===== src/rtl/serial_add_pkg.sv =====
// Shared encodings and sizing helpers for the bit-serial add sequencer.
package serial_add_pkg;

    localparam logic [1:0] IDLE = 2'd0;
    localparam logic [1:0] RUN  = 2'd1;
    localparam logic [1:0] DONE = 2'd2;

    // Step counter width; a 1-bit operand still needs a 1-bit counter.
    function automatic int cnt_width(input int width);
        return (width > 1) ? $clog2(width) : 1;
    endfunction

endpackage


===== src/rtl/full_adder.sv =====
// 1-bit full adder cell shared by the serial add sequencer.
module full_adder (
    input  logic a,
    input  logic b,
    input  logic cin,
    output logic sum,
    output logic carry
);

    assign sum   = a ^ b ^ cin;
    assign carry = (a & b) | (cin & (a ^ b));

endmodule


===== src/rtl/serial_adder_ctrl.sv =====
// Bit-serial adder: operands shift LSB-first through one full_adder, sum built MSB-in.
module serial_adder_ctrl
    import serial_add_pkg::*;
#(
    parameter int WIDTH = 8
) (
    input  logic             clk,
    input  logic             rst_n,
    input  logic             in_valid,
    output logic             in_ready,
    input  logic [WIDTH-1:0] a,
    input  logic [WIDTH-1:0] b,
    input  logic             cin,
    input  logic             abort,
    output logic             out_valid,
    input  logic             out_ready,
    output logic [WIDTH-1:0] sum,
    output logic             cout,
    output logic             busy
);

    localparam int CW = cnt_width(WIDTH);
    localparam logic [CW-1:0] LAST = CW'(WIDTH - 1);

    logic [1:0]       state;
    logic [WIDTH-1:0] a_sh;
    logic [WIDTH-1:0] b_sh;
    logic [WIDTH-1:0] sum_sh;
    logic [WIDTH-1:0] sum_next;
    logic             carry;
    logic [CW-1:0]    cnt;
    logic             fa_sum;
    logic             fa_carry;

    full_adder u_fa (
        .a     (a_sh[0]),
        .b     (b_sh[0]),
        .cin   (carry),
        .sum   (fa_sum),
        .carry (fa_carry)
    );

    always_comb begin
        sum_next            = sum_sh >> 1;
        sum_next[WIDTH-1]   = fa_sum;
    end

    always_ff @(posedge clk or negedge rst_n) begin
        if (!rst_n) begin
            state  <= IDLE;
            a_sh   <= '0;
            b_sh   <= '0;
            sum_sh <= '0;
            carry  <= 1'b0;
            cnt    <= '0;
        end else begin
            case (state)
                IDLE: begin
                    if (in_valid) begin
                        a_sh   <= a;
                        b_sh   <= b;
                        carry  <= cin;
                        sum_sh <= '0;
                        cnt    <= '0;
                        state  <= RUN;
                    end
                end
                RUN: begin
                    a_sh   <= a_sh >> 1;
                    b_sh   <= b_sh >> 1;
                    sum_sh <= sum_next;
                    carry  <= fa_carry;
                    // Hold cnt on the last step so it never wraps within an operation.
                    if (cnt != LAST) begin
                        cnt <= cnt + 1'b1;
                    end
                    if (abort) begin
                        state <= IDLE;
                    end else if (cnt == LAST) begin
                        state <= DONE;
                    end
                end
                DONE: begin
                    if (abort || out_ready) begin
                        state <= IDLE;
                    end
                end
                default: state <= IDLE;
            endcase
        end
    end

    assign in_ready  = (state == IDLE);
    assign out_valid = (state == DONE);
    assign busy      = (state == RUN) || (state == DONE);
    // Datapath regs survive an abort, so results are only exposed in DONE.
    assign sum       = out_valid ? sum_sh : '0;
    assign cout      = out_valid & carry;

endmodule


===== config.mk =====
export PLATFORM = sky130hd
export DESIGN_NAME = serial_adder_ctrl
export DESIGN_NICKNAME = d
export VERILOG_FILES = /design/src/rtl/serial_add_pkg.sv /design/src/rtl/full_adder.sv /design/src/rtl/serial_adder_ctrl.sv
export SDC_FILE = /design/constraint.sdc
export NUM_CORES = 1
export LEC_CHECK = 0
export BUFFER_PORTS_ARGS = -buffer_cell sky130_fd_sc_hd__buf_2
export CAP_MARGIN = 25
export CORE_MARGIN = 4
export CORE_UTILIZATION = 52
export CTS_BUF_LIST = sky130_fd_sc_hd__clkbuf_4
export CTS_CLUSTER_SIZE = 28
export DETAILED_ROUTE_END_ITERATION = 10
export GPL_ROUTABILITY_DRIVEN = 0
export PLACE_DENSITY = 0.88
export SLEW_MARGIN = 30
export SYNTH_ARGS = -nofsm -noshare
export SYNTH_HDL_FRONTEND = slang
export SYNTH_SLANG_ARGS = --single-unit

===== constraint.sdc =====
create_clock -name clk -period 5.2 [get_ports clk]
set_clock_uncertainty 0.2 [all_clocks]
set_input_delay 1.04 -clock clk [delete_from_list [all_inputs] [get_ports clk]]
set_output_delay 1.04 -clock clk [all_outputs]
set_load 0.005 [all_outputs]

After elaboration in Yosys (flattened, before gate mapping)
Cells that the tools add are included.

storage, ports and cells
  register bits = 30
  output and inout port bits = 12
  input port bits = 22
  word-level logic and storage cells = 45

cells by class
  reductions and logical operators = 7
  add/subtract/negate cells = 1
  equal/unequal tests = 8
  mux-type cells = 17
  bitwise logic cells = 6

operators by type and width
  cell                                                 number
  case mux 8 bit (2 select lines)                      3
  two-way mux 8 bit                                    4
  two-way mux 2 bit                                    4
  two-way mux 3 bit                                    2
  != test 3 bit, second input constant                 2
  case mux 2 bit (3 select lines)                      1
  case mux 3 bit (2 select lines)                      1
  AND reduction 3 bit                                  2
  != test 2 bit, second input constant                 2
  adder 3 x 1 -> 3 bit, second input constant          1
  AND 1 bit                                            3
  equality test 3 bit, second input constant           1
  equality test 2 x 1 -> 1 bit, second input constant  1
  equality test 2 bit, second input constant           1
  zero test 2 bit                                      1
  logical OR 1 bit                                     2
  != test 2 x 1 -> 1 bit, second input constant        1
  case mux 1 bit (2 select lines)                      1
  AND reduction 2 bit                                  1
  nonzero test 2 bit                                   1
  XOR 1 bit                                            2
  two-way mux 1 bit                                    1
  bitwise OR 1 bit                                     1

Logic depth before layout (Yosys ltp)
  depth in word-level cells = 4
  depth in mapped cells = 7
  mapped depth without buffers = 5

Cells and area by module
From an unflattened synthesis, not the netlist that was laid out.

unflattened totals
  cells, all modules = 144
  area, all modules = 1496.4 um^2

modules (own cells, without submodules)
  module             area an instance (um^2)  seq. area each (um^2)  instances  cells each
  serial_adder_ctrl  1476.4                   750.7                  1          143
  full_adder         20.0                     0.0                    1          1

Worst setup path after synthesis
No wires, ideal clock.

  path kind = reg-to-output
  start point = register state[0]
  end point = output port cout
  path slack = 2958 ps
  required time = 3960 ps
  buffers on the path = 1
  data arrival time = 1002 ps
  stages on the path, launching flop included = 5
  cell sequence = dfrtp_1 inv_1 ha_1 clkbuf_1 and2_1

between the ends
  cells in the longest elaborated chain, start to end = 2

RTL lines
  item                    RTL line                 text
  start, declared         serial_adder_ctrl.sv:25  logic [1:0] state;
  start signal, assigned  serial_adder_ctrl.sv:50  state <= IDLE;
  start signal, assigned  serial_adder_ctrl.sv:65  state <= RUN;
  start signal, assigned  serial_adder_ctrl.sv:78  state <= IDLE;
  equality test 2 bit     serial_adder_ctrl.sv:94  assign out_valid = (state == DONE);
  net out_valid           serial_adder_ctrl.sv:15  output logic out_valid,
  AND 1 bit               serial_adder_ctrl.sv:98  assign cout = out_valid & carry;
  end, declared           serial_adder_ctrl.sv:18  output logic cout,

The timed path passes the listed nets, and every way through them passes these cells.

Worst setup path after layout
  start point = register state[0]
  end point = output port cout

between the ends
  cells in the longest elaborated chain, start to end = 2

RTL lines
  item                 RTL line
  equality test 2 bit  serial_adder_ctrl.sv:94
  AND 1 bit            serial_adder_ctrl.sv:98

Every way passes these cells.

==> reports/qor.yml <==
outcome:
  outcome: "finished clean"
synthesis:
  yosys-mux-area-fraction_pct: 10.81
  ys_dominant_reg_cell: "dfrtp_1"
  synth.distinct_cells: 28
  synthCells: 150
  synth_area_leaders: "dfrtp_1, mux2i_1, nand2_1, and2_1, ha_1"
  synth_compound_area_share_pct: 14.19
  async_flop_share_pct: 100.0
  ys_seq_area_share_pct: 49.50
  synth_xor_area_share_pct: 0
  synth_most_common_cell: "dfrtp_1"
  synth-seq-cells: 30
  synth_top_family_by_area: "simple AND/OR/NAND/NOR gates"
  yosysTopAreaCellShare_pct: 49.50
  synth_edf_count: 0
  syn_nets: 178
  syn_avg_cell_area_um2: 10.11
  synth_fa_ha_area_share_pct: 5.446
  synth-simple-area-share_pct: 15.10
  ys_warn_count: 0
  netlist_area_mm2: 0.001516
  yosys.area.top_type: "dfrtp_1"
  synth_common_cells: "dfrtp_1, nand2_1, mux2i_1"
final_layout:
  multi_input_area_um2: 699.4
  final_area_mm2: 0.001754
  num-nets-final: 211
  nFillCells: 245
  diodes: 0
  layout-drive-gt1-share_pct: 24.04
  areaGrowthSynthToFinish_pct: 15.68
  regArea_um2: 750.7
placed_design:
  dpl.hpwl_um: 2174
  placed_area_mm2: 0.001695
  io_buffer_count: 33
detailed_routing:
  ant_nets: 0
  dr.pass1.iters: 4
  drc: 0
  drtIter0Drc: 57
  vias: 1148
  viasPerCell: 5.364
  avgRoutedWirePerCell_um: 13.92
  routed_wl_um: 2978
worst_setup_path:
  critPathRequiredTime_ns: 3.96
  crit_path_end_kind: "output pin"
  arrival_ns: 1.49
  crit_family: "flip-flops"
  worstReg2RegEnd: "a_sh[0]"
  crit_fanout: 12
  path_cells: "inv_1, ha_1, and2_1, buf_2"
  crit_type: "register to output pin"
  crit_end: "cout"
  cp.depth: 4
  cp-startpoint: "state[0]"
  cp-start-kind: "register"
  r2r_start: "state[0]"
  path_buf_inv: 2
  max_stage_delay_ns: 0.42
  r2r_setup_slack_ns: 3.04
  slowest_stage: "dfrtp_1"
  rr_worst_depth: 5
floorplan:
  die_area_mm2: 0.003844
  pin_count: 34
  rows: 19
  die_y_um: 62
  start_util_pct: 54.52
  coreArea_mm2: 0.002781
  fp.dieW_um: 62
global_routing:
  track_usage_pct: 17.39
  grt_max_degree: 45
  grt_pass1_wl_um: 4864
  grt_pass1_vias: 1155
  antenna_found_initial: 0
  overflow: 0
timing:
  rsz0062_at_grt: "false"
  min_period_ns: 2.731
  period_share_pct: 52.52
  worst_pin_slew_ns: 0.6575
  slew_headroom_pct: 56.17
  max_freq_mhz: 366.2
  drv_slew: 0
  setup_viol: 0
  setup_tns_ns: 0
  hold_violations: 0
clock_network:
  cts-resized-gates: 0
  cts_root_buffer: "clkbuf_4"
  clk-insertion-delay-late_ns: 0.32
  cts.path.max_buffers: 2
  hold_buffers: 0
  tritoncts: "done"
  cts_max_level: 2
  clk_pin_slew_worst_paths_ns: 0.09
  clock_sinks: 30
  cts_inserted_buffers: 5
  postCtsSetupRepairBufs: 0
power_and_ir_drop:
  p_per_area_mw_per_mm2: 502.4
  p_leak_nw: 0.9008
  ir_drop_v: 0.0004109
flow_run:
  maxCapViolCount: 0
hold_path:
  hp-start: "a_sh[2]"
  hold_path_class: "register to register"
cells by family (layout without fill, tap and decap cells):
group	after synthesis	in the layout
AO/OA/AOI/OAI	34	34
AND/OR/NAND/NOR	46	46
multiplexers	16	16
flip-flops	30	30
adder cells (fa/ha/maj)	6	6
buffers and inverters	18	51
worst min-delay path by stage:
stage	depth (start not counted)	slack [ns]	end
6_report	2	0.29	a_sh[2]
5_1_grt	2	0.31	a_sh[1]
4_1_cts	2	0.30	a_sh[2]
3_5_place_dp	2	0.28	a_sh[2]
3_3_place_gp	2	0.26	b_sh[5]
2_1_floorplan	2	0.25	a_sh[1]
final cells by class:
class / instances / share of cell area [%]
timing repair buffer: 35 / 10.49
inverter: 9 / 1.926
tap: 31 / 2.211
sequential: 30 / 42.80
clock inverter: 2 / 0.5706
multi-input combinational: 102 / 39.87
clock buffer: 5 / 2.140
registers in the layout, summed over array words and instances, names as in the netlist:
signal  cells
sum_sh      8
cnt         3
a_sh        8
state       2
carry       1
b_sh        8
metrics by stage:
step                hold slack (ns)  instances  total power (W)  setup slack, ns  util, %
CTS                          0.2981        213        0.0008816            2.399    62.66
finish                       0.2878        214        0.0008813            2.469    63.07
global placement             0.2608        206        0.0007230            2.673    60.95
detailed placement           0.2766        206        0.0007542            2.587    60.95
floorplan                    0.2496        150        0.0006676            2.958        -
global route                 0.3124        214        0.0009538            2.330    63.07
where the power goes:
part / internal (W) / leakage (nW) / total (W) / switching, W
clock network: 0.0000485 / 0.0308 / 0.000127 / 0.0000781
logic: 0.000158 / 0.481 / 0.000365 / 0.000207
registers: 0.000328 / 0.389 / 0.000390 / 0.0000612
total: 0.000535 / 0.901 / 0.000881 / 0.000346
per-layer routing:
metal | track usage (%) | routed length (um) | vias up
li1 | - | - | 581
met1 | 21.77 | 1311 | 529
met2 | 29.29 | 1440 | 34
met3 | 5.165 | 208 | 4
met4 | 4.545 | 19 | 0
met5 | 0 | 0 | -
placed cells by master (no fill, tap or decap), types with 2 or more instances in the layout:
| cell | n |
|---|---|
| buf_2 | 33 |
| dfrtp_1 | 30 |
| nand2_1 | 22 |
| mux2i_1 | 15 |
| and2_1 | 10 |
| o21ai_0 | 10 |
| inv_1 | 9 |
| a22o_1 | 7 |
| o21ai_1 | 6 |
| ha_1 | 5 |
| clkbuf_4 | 5 |
| nand3_1 | 4 |
| nand2b_1 | 2 |
| nor2b_1 | 2 |
| nor2_1 | 2 |
| a31oi_1 | 2 |
| and3_1 | 2 |
| a21oi_1 | 2 |
| o22ai_1 | 2 |
| clkinv_2 | 2 |
worst min-delay path: stages, from the launching register on:
cell and delay (ns):
dfrtp_1 0.35, nand2_1 0.04, o21ai_0 0.06
Power figures use the tool's default switching activity.
